$ cat config.mk
export PLATFORM = sky130hd
export DESIGN_NAME = hazard_pipe_ctrl
export DESIGN_NICKNAME = d
export VERILOG_FILES = /design/src/rtl/hazard_pipe_ctrl.sv
export SDC_FILE = /design/constraint.sdc
export NUM_CORES = 1
export LEC_CHECK = 0
export ABC_CLOCK_PERIOD_IN_PS = 2000
export CORE_AREA = 2 2 209 211
export CTS_BUF_LIST = sky130_fd_sc_hd__clkbuf_8 sky130_fd_sc_hd__clkbuf_16
export DETAILED_ROUTE_END_ITERATION = 10
export DIE_AREA = 0 0 211 213
export GPL_TIMING_DRIVEN = 0
export PLACE_DENSITY = 0.58
export SYNTH_ARGS = -nofsm -noshare
export SYNTH_HDL_FRONTEND = slang
export SYNTH_SLANG_ARGS = --single-unit
$ cat constraint.sdc
create_clock -name clk -period 2 [get_ports clk]
set_input_delay 0.4 -clock clk [delete_from_list [all_inputs] [get_ports clk]]
set_output_delay 0.4 -clock clk [all_outputs]
set_load 0.02 [all_outputs]
$ cat src/rtl/hazard_pipe_ctrl.sv
// rtl/hazard_pipe_ctrl.sv - PC, IF/ID and ID/EX registers with EX forwarding muxes for the 5-stage RV32I core
// Optional stall/flush event counters: define HAZ_PERF_CNT_EN.
module hazard_pipe_ctrl #(
  parameter int              XLEN      = 32,
  parameter int              CTRL_W    = 12,
  parameter logic [XLEN-1:0] RESET_PC  = '0,
  parameter logic [31:0]     NOP_INSTR = 32'h0000_0013
) (
  input  logic              clk,
  input  logic              reset,
  // hazard unit controls
  input  logic              stallf,
  input  logic              stalld,
  input  logic              flushd,
  input  logic              flushe,
  input  logic [1:0]        forwardae,
  input  logic [1:0]        forwardbe,
  // redirect from EX
  input  logic              pcsrce,
  input  logic [XLEN-1:0]   pctargete,
  // fetch / decode inputs
  input  logic [31:0]       instrf,
  input  logic [XLEN-1:0]   rd1d,
  input  logic [XLEN-1:0]   rd2d,
  input  logic [XLEN-1:0]   immextd,
  input  logic [CTRL_W-1:0] ctrld,
  // forward sources
  input  logic [XLEN-1:0]   aluresultm,
  input  logic [XLEN-1:0]   resultw,
  // fetch / decode outputs
  output logic [XLEN-1:0]   pcf,
  output logic [31:0]       instrd,
  output logic [XLEN-1:0]   pcd,
  output logic [4:0]        rs1d,
  output logic [4:0]        rs2d,
  // EX outputs
  output logic [4:0]        rs1e,
  output logic [4:0]        rs2e,
  output logic [4:0]        rde,
  output logic [CTRL_W-1:0] ctrle,
  output logic              resultsrce0,
  output logic [XLEN-1:0]   srcae,
  output logic [XLEN-1:0]   writedatae,
  output logic [XLEN-1:0]   immexte,
  output logic [XLEN-1:0]   pce,
  output logic [XLEN-1:0]   pcplus4e
`ifdef HAZ_PERF_CNT_EN
  ,
  output logic [31:0]       stall_cnt,
  output logic [31:0]       flush_cnt
`endif
);

  localparam logic [XLEN-1:0] PC_STEP = XLEN'(4);

  // Forward select encodings; 2'b11 is reserved and falls back to the register value.
  localparam logic [1:0] FWD_REG = 2'b00;
  localparam logic [1:0] FWD_WB  = 2'b01;
  localparam logic [1:0] FWD_MEM = 2'b10;

  // Fetch stage
  logic [XLEN-1:0]   pcf_q, pcf_d;

  // IF/ID register
  logic [31:0]       instrd_q, instrd_d;
  logic [XLEN-1:0]   pcd_q, pcd_d;

  // ID/EX register
  logic [4:0]        rs1e_q, rs1e_d;
  logic [4:0]        rs2e_q, rs2e_d;
  logic [4:0]        rde_q, rde_d;
  logic [XLEN-1:0]   rd1e_q, rd1e_d;
  logic [XLEN-1:0]   rd2e_q, rd2e_d;
  logic [XLEN-1:0]   immexte_q, immexte_d;
  logic [CTRL_W-1:0] ctrle_q, ctrle_d;
  logic [XLEN-1:0]   pce_q, pce_d;
  logic [XLEN-1:0]   pcplus4e_q, pcplus4e_d;

  // Register-field taps from the instruction sitting in decode
  logic [4:0]        rdd;

  // Decode field extraction; combinational so a held IF/ID keeps presenting the same fields.
  always_comb begin
    rs1d = instrd_q[19:15];
    rs2d = instrd_q[24:20];
    rdd  = instrd_q[11:7];
  end

  // Next PC: a redirect beats a fetch stall so a taken branch is never lost.
  always_comb begin
    pcf_d = pcf_q;
    if (pcsrce) begin
      pcf_d = pctargete;
    end else if (!stallf) begin
      pcf_d = pcf_q + PC_STEP;
    end
  end

  // Next IF/ID: flush injects a NOP with a zero PC, stall holds, otherwise capture fetch.
  always_comb begin
    instrd_d = instrd_q;
    pcd_d    = pcd_q;
    if (flushd) begin
      instrd_d = NOP_INSTR;
      pcd_d    = '0;
    end else if (!stalld) begin
      instrd_d = instrf;
      pcd_d    = pcf_q;
    end
  end

  // Next ID/EX: no hold path; a load-use bubble arrives as a flush that zeroes every field.
  always_comb begin
    rs1e_d     = rs1d;
    rs2e_d     = rs2d;
    rde_d      = rdd;
    rd1e_d     = rd1d;
    rd2e_d     = rd2d;
    immexte_d  = immextd;
    ctrle_d    = ctrld;
    pce_d      = pcd_q;
    pcplus4e_d = pcd_q + PC_STEP;
    if (flushe) begin
      rs1e_d     = '0;
      rs2e_d     = '0;
      rde_d      = '0;
      rd1e_d     = '0;
      rd2e_d     = '0;
      immexte_d  = '0;
      ctrle_d    = '0;
      pce_d      = '0;
      pcplus4e_d = '0;
    end
  end

  // Pipeline state update; reset overrides every stall, flush and redirect.
  always_ff @(posedge clk) begin
    if (reset) begin
      pcf_q      <= RESET_PC;
      instrd_q   <= NOP_INSTR;
      pcd_q      <= '0;
      rs1e_q     <= '0;
      rs2e_q     <= '0;
      rde_q      <= '0;
      rd1e_q     <= '0;
      rd2e_q     <= '0;
      immexte_q  <= '0;
      ctrle_q    <= '0;
      pce_q      <= '0;
      pcplus4e_q <= '0;
    end else begin
      pcf_q      <= pcf_d;
      instrd_q   <= instrd_d;
      pcd_q      <= pcd_d;
      rs1e_q     <= rs1e_d;
      rs2e_q     <= rs2e_d;
      rde_q      <= rde_d;
      rd1e_q     <= rd1e_d;
      rd2e_q     <= rd2e_d;
      immexte_q  <= immexte_d;
      ctrle_q    <= ctrle_d;
      pce_q      <= pce_d;
      pcplus4e_q <= pcplus4e_d;
    end
  end

  // EX operand-A forwarding mux.
  always_comb begin
    case (forwardae)
      FWD_MEM: srcae = aluresultm;
      FWD_WB:  srcae = resultw;
      default: srcae = rd1e_q;
    endcase
  end

  // EX operand-B forwarding mux; its output is also the store data.
  always_comb begin
    case (forwardbe)
      FWD_MEM: writedatae = aluresultm;
      FWD_WB:  writedatae = resultw;
      default: writedatae = rd2e_q;
    endcase
  end

  // Register outputs; ResultSrc[0] tells the hazard unit the EX instruction is a load.
  always_comb begin
    pcf         = pcf_q;
    instrd      = instrd_q;
    pcd         = pcd_q;
    rs1e        = rs1e_q;
    rs2e        = rs2e_q;
    rde         = rde_q;
    ctrle       = ctrle_q;
    resultsrce0 = ctrle_q[1];
    immexte     = immexte_q;
    pce         = pce_q;
    pcplus4e    = pcplus4e_q;
  end

`ifdef HAZ_PERF_CNT_EN
  logic [31:0] stall_cnt_q, stall_cnt_d;
  logic [31:0] flush_cnt_q, flush_cnt_d;

  // Event counters; a cycle flushing both stages still counts as one flush.
  always_comb begin
    stall_cnt_d = stall_cnt_q;
    flush_cnt_d = flush_cnt_q;
    if (stalld) begin
      stall_cnt_d = stall_cnt_q + 32'd1;
    end
    if (flushd || flushe) begin
      flush_cnt_d = flush_cnt_q + 32'd1;
    end
  end

  // Counter state, cleared by reset and free to wrap.
  always_ff @(posedge clk) begin
    if (reset) begin
      stall_cnt_q <= '0;
      flush_cnt_q <= '0;
    end else begin
      stall_cnt_q <= stall_cnt_d;
      flush_cnt_q <= flush_cnt_d;
    end
  end

  // Counter outputs.
  always_comb begin
    stall_cnt = stall_cnt_q;
    flush_cnt = flush_cnt_q;
  end
`endif

endmodule

**After elaboration in Yosys (flattened, before gate mapping)**

Index checks and enable logic that the tools add are counted.

- Output and inout bits: 294
- Input port bits: 247
- Flip-flop bits (word level): 283

- Add/subtract/negate cells: 2
- Mux-type cells: 4
- Reduce and logical (&&, ||, !) cells: 2
- Eq/ne operators: 5

Operator list:

| cell | number |
|---|---|
| 32-bit one-hot mux with 2 select lines | 2 |
| 32-bit by 3-bit adder with 32-bit output, second input constant | 2 |
| 32-bit 2-to-1 mux | 2 |
| 2-bit by 1-bit == test with 1-bit output, second input constant | 2 |
| 2-bit == test, second input constant | 2 |
| 2-bit OR reduction | 2 |
| 2-bit by 1-bit != test with 1-bit output, second input constant | 1 |

**Depth between registers and ports, before layout**

Gate-level depths: netlist (run 1).

- Word-level depth: 3
- Depth in mapped cells: 6
- Mapped depth without buffers: 5

**Worst setup path before layout (run 1)**

No wires, ideal clock.

- Path type: flip-flop to flip-flop
- From: reg pcd_q[2] (netlist: pcd[2])
- To: reg pcplus4e_q[24] (netlist: pcplus4e[24])
- Clock period less this slack: 2,053 ps
- Setup time: 121 ps
- Data arrival time: 1,932 ps
- Data required time: 1,879 ps
- Path buffers: 1
- Setup slack: -53 ps
- Cell stages (with the launch flop): 7
- Cell sequence: dfxtp_1 -> ha_1 -> and3_1 -> clkbuf_1 -> nand4_1 -> nor4_1 -> mux2_2

- Cells in the longest elaborated chain, start to end: 1

Ends and longest elaborated chain:

| element | RTL line | source |
|---|---|---|
| from (decl) | 66 | `logic [XLEN-1:0] pcd_q, pcd_d;` |
| from (signal assigned) | 154 | `pcd_q <= pcd_d;` |
| 32-bit by 3-bit adder with 32-bit output | 122 | `pcplus4e_d = pcd_q + PC_STEP;` |
| to (signal assigned) | 163 | `pcplus4e_q <= pcplus4e_d;` |
| to (decl) | 77 | `logic [XLEN-1:0] pcplus4e_q, pcplus4e_d;` |

No other way between the ends.
A chain may end at the register's enable or synchronous reset.

**Worst setup path in the final report (run 1)**

- From: in forwardbe[1]
- To: out writedatae[5]

- Cells in the longest elaborated chain, start to end: 2

Ends and longest elaborated chain:

| element | RTL line | source |
|---|---|---|
| from (decl) | 17 | `input logic [1:0] forwardbe,` |
| 2-bit by 1-bit == test with 1-bit output or 2-bit == test (tied branches) | 178 | `case (forwardbe)` |
| 32-bit one-hot mux with 2 select lines (*) | 178 |  |
| to (decl) | 43 | `output logic [XLEN-1:0] writedatae,` |

Mark *: on every way between the ends. The rest lies on a longest branch, timed or not.

==> results of run 1 <==
## cells in the final DEF, fill, tap and decap left out, drive strengths merged, types with 2 or more instances in the layout
cell	instances
nand2	99
dlymetal6s2s	5
dlygate4sd2	73
a211oi	5
nor4	6
nor3	9
clkdlybuf4s15	3
a21oi	20
and4	11
bufinv	3
and3	8
clkbuf	107
xnor2	11
and4b	2
and2	157
clkdlybuf4s50	391
clkinv	5
a311oi	13
o31a	2
nand4b	4
o21ai	77
or3	13
nand4	19
a22oi	64
nand3	16
mux2i	67
dfxtp	281
a2111oi	3
mux2	6
or2	2
nor2	115
nor2b	3
xor2	9
inv	20
ha	6
diode	3
o31ai	15
buf	101
or4	13
## flip-flops by register name, indices dropped and copies added, names as in the netlist
name / flops
immexte: 32
instrd: 32
pcd: 32
pce: 32
pcf: 32
rd1e_q: 32
rd2e_q: 32
pcplus4e: 30
ctrle: 12
rde: 5
rs1e: 5
rs2e: 5
## final cells by class
class                           count  share of cell area [%]
Clock buffer                       43                    5.44
Sequential cell                   281                    30.5
Timing Repair Buffer              547                    28.0
Buffer                             90                    3.68
Clock inverter                     17                   0.823
Inverter                           12                   0.243
Antenna cell                        3                  0.0405
Tap cell                          546                    3.68
Multi-Input combinational cell    780                    27.6
## Yosys cell counts (all sizes together) (15+ instances only)
master / number / area [um^2]
dfxtp: 281 / 5630
nand2: 99 / 372
o21ai: 77 / 385
nand3: 16 / 80.1
a21oi: 20 / 100
a22oi: 64 / 480
buf: 27 / 166
o31ai: 15 / 113
nand4: 19 / 164
mux2i: 67 / 671
clkbuf: 66 / 249
nor2: 115 / 432
and2: 157 / 982
## report_power, final
part | leakage (nW) | switching, mW | internal (mW)
sequential | 2.30 | 0.160 | 5.78
clock | 0.604 | 2.49 | 3.93
combinational | 4.65 | 1.16 | 1.14
## worst max-delay path by stage
| stage | to | slack (ns) | cells after the start |
|---|---|---|---|
| after floorplan | srcae[14] | 0.04 | 5 |
| after global routing | writedatae[5] | -0.04 | 7 |
| after global placement | writedatae[3] | -1.55 | 8 |
| after detailed placement | writedatae[3] | -1.56 | 8 |
| after CTS | writedatae[10] | -0.004 | 7 |
| final | writedatae[5] | -0.01 | 7 |
## cells by family (layout without fill, tap and decap cells)
| group | count (synthesis) | in the layout | synth area share (%) |
|---|---|---|---|
| adders and majority gates | 6 | 6 | 0.688 |
| AOI/OAI and AO/OA | 201 | 201 | 11.8 |
| xor gates and xnor gates | 20 | 20 | 1.60 |
| muxes | 73 | 73 | 6.76 |
| buffers and inverters | 105 | 709 | 4.22 |
| and+or+nand+nor | 480 | 480 | 23.4 |
| other | 0 | 3 | 0 |
| DFF | 281 | 281 | 51.5 |
## layer usage
layer	part of all wire [%]	track usage [%]
met5	0	0
met4	4.7	10.5
met3	7.2	5.25
met2	51	39.4
met1	38	23.7
## worst register-to-register path, cell delays in order, from the launching register on
cell and delay, ns:
dfxtp_1 0.52, and4b_1 0.32, nand4_4 0.21, or4_1 0.51, a311oi_1 0.24
## stage by stage
stage	setup TNS [ns]	hold slack (ns)	instances	setup WS, ns	area [um^2]
2_1_floorplan	0	0.487	1166	0.0431	10900
3_3_place_gp	-268.64	0.458	2249	-1.55	17000
3_5_place_dp	-273.69	0.470	2249	-1.56	17000
4_1_cts	-0.00438	0.247	2315	-0.00438	18400
5_1_grt	-0.0811	0.306	2318	-0.0355	18600
6_report	-0.0122	0.284	2319	-0.0122	18600
## timing repair
| action | CTS | global route |
|---|---|---|
| hold buffers | 0 | 0 |
| endpoints found under the setup margin | 301 | 86 |
| gates cloned | 1 | 0 |
| resized for setup | 637 | 58 |
| pin swaps | 9 | 6 |
| buffers inserted | 8 | 1 |
==> summary.txt, run 1 <==
Power and ir drop
  – Pwr dens: roughly 800 mW/mm^2
  – Leak pwr: about 7.6 nW
  – Total power: 14.7 mW
  – Max IR drop VDD: 0.479 mV

Worst setup path
  – Crit-path cells: clkdlybuf4s15_2, inv_1, ha_4, clkbuf_8, a22oi_1, o21ai_2, buf_2
  – Worst setup path startpoint: forwardbe[1]
  – CP delay by family, top: buffers and inverters
  – Worst path required time: roughly 1.6 ns
  – Worst Reg2Reg Path Length in Cells: 4
  – Worst reg2reg path startpoint: pcf[13]$_SDFFE_PP0N_
  – Setup Crit Path Kind: in -> out
  – Buf/Inv on CP: 4
  – CP max FO: 10
  – CP max stage cell: clkdlybuf4s15_2
  – Slowest stage delay, CP: 0.22 ns
  – Worst r2r dst: pcf[29]$_SDFFE_PP0N_
  – CP Launch Type: input pin
  – Critical path endpoint category: output pin
  – R2R setup slack: 0.11 ns
  – Worst Path Arrival: ~1.6 ns

Flow run
  – Maxcap violations: 0

Finish
  – Area growth syn-to-layout: 70.0%
  – Fill cell count: between 4000 and 5000
  – Share of cells above drive strength 1: between 10 and 15%
  – Area occupied by multi-input gates: 0.00512 mm^2
  – FF/Latch Area: 0.00565 mm^2
  – Util after Layout: between 40% and 50%
  – Nets: ~2000

Synthesis
  – Post-synth EDFFs: 0
  – Syn Inst Count: about 1200
  – Synth cell types: 44
  – Synth async-reset ratio: 0%
  – Seq/Total Area, Yosys: 51.5%
  – YS warnings: 0
  – Main synth FF type: dfxtp_1
  – Synthesized cell area: between 0.01 and 0.015 mm^2
  – Syn Nets: between 1000 and 1500
  – Avg Cell Area, Syn: roughly 9.4 um^2
  – Synth Register Bits: 281

STA
  – Final setup violation count: 1
  – Max-slew headroom: 25.1%
  – Setup Skew: roughly 0.012 ns
  – Max-slew violations: 0
  – RSZ-0062 raised after global routing: true
  – Min cycle time layout: ~2.0 ns
  – Crit share post-route: 101%
  – Worst Max-Slew Pin Slew: around 1.1 ns
  – Setup ws final: -0.0122 ns
  – Final hold violation count: 0
  – Max Fclk: between 0.4 and 0.5 GHz

Detailed routing
  – Remaining DRCs: 0
  – DRT Pass-1 Iters: 5
  – Total Wirelength: 50.7 mm
  – Routed vias/inst: between 4 and 5
  – Wire per inst: between 20 and 25 um
  – Vias: between 10000 and 15000
  – Post-route ant nets: 0
  – Initial DRC count: 536

Placed design
  – Buffers on Ports: roughly 540
  – RD Place Congestion: ~0.95
  – Dpl hpwl: a little under 40 mm

Hold path
  – Hold Path Origin: stallf
  – Endpoint, Worst Hold: pcf[2]$_SDFFE_PP0N_
  – Min-delay worst type: in -> reg
  – Hold path depth: 4

Floorplanning
  – Row cnt: between 70 and 80
  – Core Area: 0.0427 mm^2
  – Initial core utilization: 25.6%
  – I/O pin count: 541
  – Chip height: between 200 and 250 um
  – Die span in x: approximately 210 um
  – Die area: ~0.045 mm^2

Outcome
  – Failing checks: setup timing
  – Outcome: finished, violations left

Clock network
  – Root Driver: clkbuf_16
  – Worst-skew pair later-pin latency: between 0.5 and 0.6 ns
  – CTS clock-pin slew for the worst setup and hold paths: around 0.06 ns
  – Clk sinks: ~280
  – H-tree depth: 2
  – Deepest clock path buffer count: 3
  – CTS buffer count: 34
  – CTS tree: built

Global route
  – Congestion Overflow GR: 0
  – Largest net degree at the start of global routing: 14
  – Antenna violations before repair: 3
  – Vias in the first global route: 10860
  – GR Util All Layers: 21.7%
  – First-pass GRT wire length: between 70 and 80 mm
Note: power is estimated with default switching activity, not from simulation.
==> run 2, diff against run 1 <==
--- a/config.mk
+++ b/config.mk
@@ -7,7 +7,6 @@
 export LEC_CHECK = 0
 export ABC_CLOCK_PERIOD_IN_PS = 2000
 export CORE_AREA = 2 2 209 211
-export CTS_BUF_LIST = sky130_fd_sc_hd__clkbuf_8 sky130_fd_sc_hd__clkbuf_16
 export DETAILED_ROUTE_END_ITERATION = 10
 export DIE_AREA = 0 0 211 213
 export GPL_TIMING_DRIVEN = 0
==> run 2 against run 1 <==
  * Critical path depth unchanged
  * Critical path type unchanged
  * The run still ends with setup timing left
  * Critical endpoint unchanged
  * Die area unchanged
  * Register-to-register slack hardly changed
==> summary.txt, run 2 (synthesis gave the netlist of run 1 again) <==
Power and ir drop
  – Internal: 10.9 mW (+0.38%)
  – Switching Fraction: 25.9% (-0.091 points)
  – Leak pwr: 7.53 nW (-0.44%)
  – Sequential share of power: 40.4% (about the same)
  – Pwr dens: 792 mW/mm^2 (+0.26%)
  – Psw: 3.81 mW (about the same)
  – Comb pwr share: 15.6% (about the same)
  – Max IR drop VDD: 0.480 mV (about the same)
  – Clock share of power: 44.0% (+0.2 points)

Detailed routing
  – Total Wirelength: 50.7 mm (about the same)
  – Wire per inst: 21.9 um (about the same)
  – Initial DRC count: 529 (-1.3%)
  – Post-route ant nets: 0 (unchanged)
  – Remaining DRCs: 0 (unchanged)
  – Routed vias/inst: 4.74 (-0.25%)
  – DRT Pass-1 Iters: 5 (unchanged)
  – Vias: 10982 (-0.25%)

STA
  – Worst Max-Slew Pin Slew: 1.12 ns (-0.00486 ns)
  – Setup ws final: -0.0138 ns (-0.00158 ns)
  – Final hold violation count: 0 (unchanged)
  – Max-slew violations: 0 (unchanged)
  – Max-slew headroom: 25.4% (+0.32 points)
  – Min cycle time layout: 2.01 ns (+0.00158 ns)
  – Max Fclk: 0.497 GHz (about the same)
  – Tightest hold margin: 0.284 ns (+0.0000280 ns)
  – Setup Skew: 0.0116 ns (-0.000158 ns)
  – Crit share post-route: 101% (about the same)
  – RSZ-0062 raised after global routing: true
  – Final setup violation count: 1 (unchanged)

Floorplanning
  – Core Area: 0.0427 mm^2 (unchanged)
  – Initial core utilization: 25.6% (unchanged)
  – Die area: 0.0449 mm^2 (unchanged)
  – Chip height: 213 um (unchanged)
  – Row cnt: 76 (unchanged)
  – I/O pin count: 541 (unchanged)
  – Die span in x: 211 um (unchanged)

Clock network
  – Deepest clock path buffer count: 3 (unchanged)
  – CTS clock-pin slew for the worst setup and hold paths: 0.06 ns (about the same)
  – H-tree depth: 2 (unchanged)
  – CTS buffer count: 34 (unchanged)
  – CTS tree: built
  – Clk sinks: 281 (unchanged)
  – Root Driver: clkbuf_16
  – Worst-skew pair later-pin latency: 0.54 ns (about the same)

Finish
  – Area growth syn-to-layout: 70.0% (unchanged)
  – Share of cells above drive strength 1: 15.0% (unchanged)
  – Most common cell after layout, fill and taps aside: clkdlybuf4s50_1
  – FF/Latch Area: 0.00565 mm^2 (unchanged)
  – Fill cell count: 4178 (unchanged)
  – Nets: 1999 (unchanged)
  – Commonest cells after routing, fill and taps aside: 391 x clkdlybuf4s50_1, 263 x dfxtp_1, 156 x and2_1
  – Area occupied by multi-input gates: 0.00512 mm^2 (unchanged)

Worst setup path
  – CP max FO: 10 (unchanged)
  – Worst Path Arrival: 1.61 ns (about the same)
  – CP Launch Type: input pin
  – Setup Crit Path Kind: in -> out
  – Worst path required time: 1.60 ns (about the same)
  – Critical path endpoint category: output pin

Global route
  – Congestion Overflow GR: 0 (unchanged)
  – GR Util All Layers: 21.7% (unchanged)
  – Largest net degree at the start of global routing: 14 (unchanged)
  – Vias in the first global route: 10860 (unchanged)
  – Antenna violations before repair: 3 (unchanged)
  – First-pass GRT wire length: 71.9 mm (unchanged)

Outcome
  – Failing checks: setup timing
  – Outcome: finished, violations left

Flow run
  – Maxcap violations: 0 (unchanged)

Placed design
  – RD Place Congestion: 0.950 (unchanged)
  – Worst slack at placement: -1.56 ns (unchanged)
  – Dpl hpwl: 39.4 mm (unchanged)
  – Buffers on Ports: 537 (unchanged)

Hold path
  – Min-delay worst type: in -> reg
## run 2: cell types whose count changed in the layout (fill, tap and decap cells not counted)
cell / change
clkbuf_1: +8
inv_1: -8
## run 2: repair_timing
item                                    in CTS  in global routing
setup buffers                                8                  1
resized for setup                          637                 58
endpoints found under the setup margin     301                 86
cloned                                       1                  0
pin swaps                                    9                  6
hold buffers                                 0                  0
## run 2: final timing paths
check | startpoint | to | slack (ns) | depth (start not counted)
worst max-delay path | forwardbe[1] | writedatae[5] | -0.01 | 7
worst min-delay path | stallf | pcf[2]$_SDFFE_PP0N_ | 0.28 | 4
worst max register to register | pcf[13]$_SDFFE_PP0N_ | pcf[29]$_SDFFE_PP0N_ | 0.11 | 4
worst min register to register | instrd[4]$_SDFFE_PP1N_ | instrd[4]$_SDFFE_PP1N_ | 0.48 | 2
## run 2: per-layer routing
| layer | vias up | global-route usage (%) | routed length [um] |
|---|---|---|---|
| met2 | 481 | 39.4 | 25600 |
| met1 | 5208 | 23.7 | 19100 |
| li1 | 5193 | - | - |
| met4 | 0 | 10.5 | 2370 |
| met5 | - | 0 | 0 |
| met3 | 100 | 5.25 | 3610 |
## run 2: power groups by stage
stage          logic, mW  clock network [mW]  registers (mW)
2_1_floorplan      0.727                   0            6.16
3_3_place_gp        2.16                   0            6.06
3_5_place_dp        2.17                   0            6.06
4_1_cts             2.28                6.63            5.94
5_1_grt             2.42                6.84            5.96
6_report            2.29                6.46            5.94
## run 2: critical path: stages
cell and delay [ns]:
clkdlybuf4s15_2 0.22, inv_1 0.10, ha_4 0.18, clkbuf_8 0.19
a22oi_1 0.11, o21ai_2 0.20, buf_2 0.20
## run 2: cell type report
type | count | share of cell area [%]
sequential | 281 | 30.5
timing repair buffer | 547 | 28.0
multi-input combinational | 780 | 27.6
clock buffer | 51 | 5.60
buffer | 90 | 3.68
tap | 546 | 3.68
clock inverter | 9 | 0.661
inverter | 12 | 0.243
antenna | 3 | 0.0405
## run 2: stage by stage
step / instances / instance area (um^2) / total power, mW / TNS, ns / utilization (%)
3_5_place_dp: 2249 / 17000 / 8.23 / -273.69 / 39.8
4_1_cts: 2315 / 18400 / 14.8 / -0.00438 / 43.2
6_report: 2319 / 18600 / 14.7 / -0.0138 / 43.5
5_1_grt: 2318 / 18600 / 15.2 / -0.0811 / 43.5
2_1_floorplan: 1166 / 10900 / 6.89 / 0 / -
3_3_place_gp: 2249 / 17000 / 8.22 / -268.64 / 39.8
==> run 3, diff against run 2 <==
--- a/config.mk
+++ b/config.mk
@@ -5,7 +5,6 @@
 export SDC_FILE = /design/constraint.sdc
 export NUM_CORES = 1
 export LEC_CHECK = 0
-export ABC_CLOCK_PERIOD_IN_PS = 2000
 export CORE_AREA = 2 2 209 211
 export DETAILED_ROUTE_END_ITERATION = 10
 export DIE_AREA = 0 0 211 213
==> results of run 3 <==
Same layout as run 2: the final DEF is identical, and so are final timing and power.
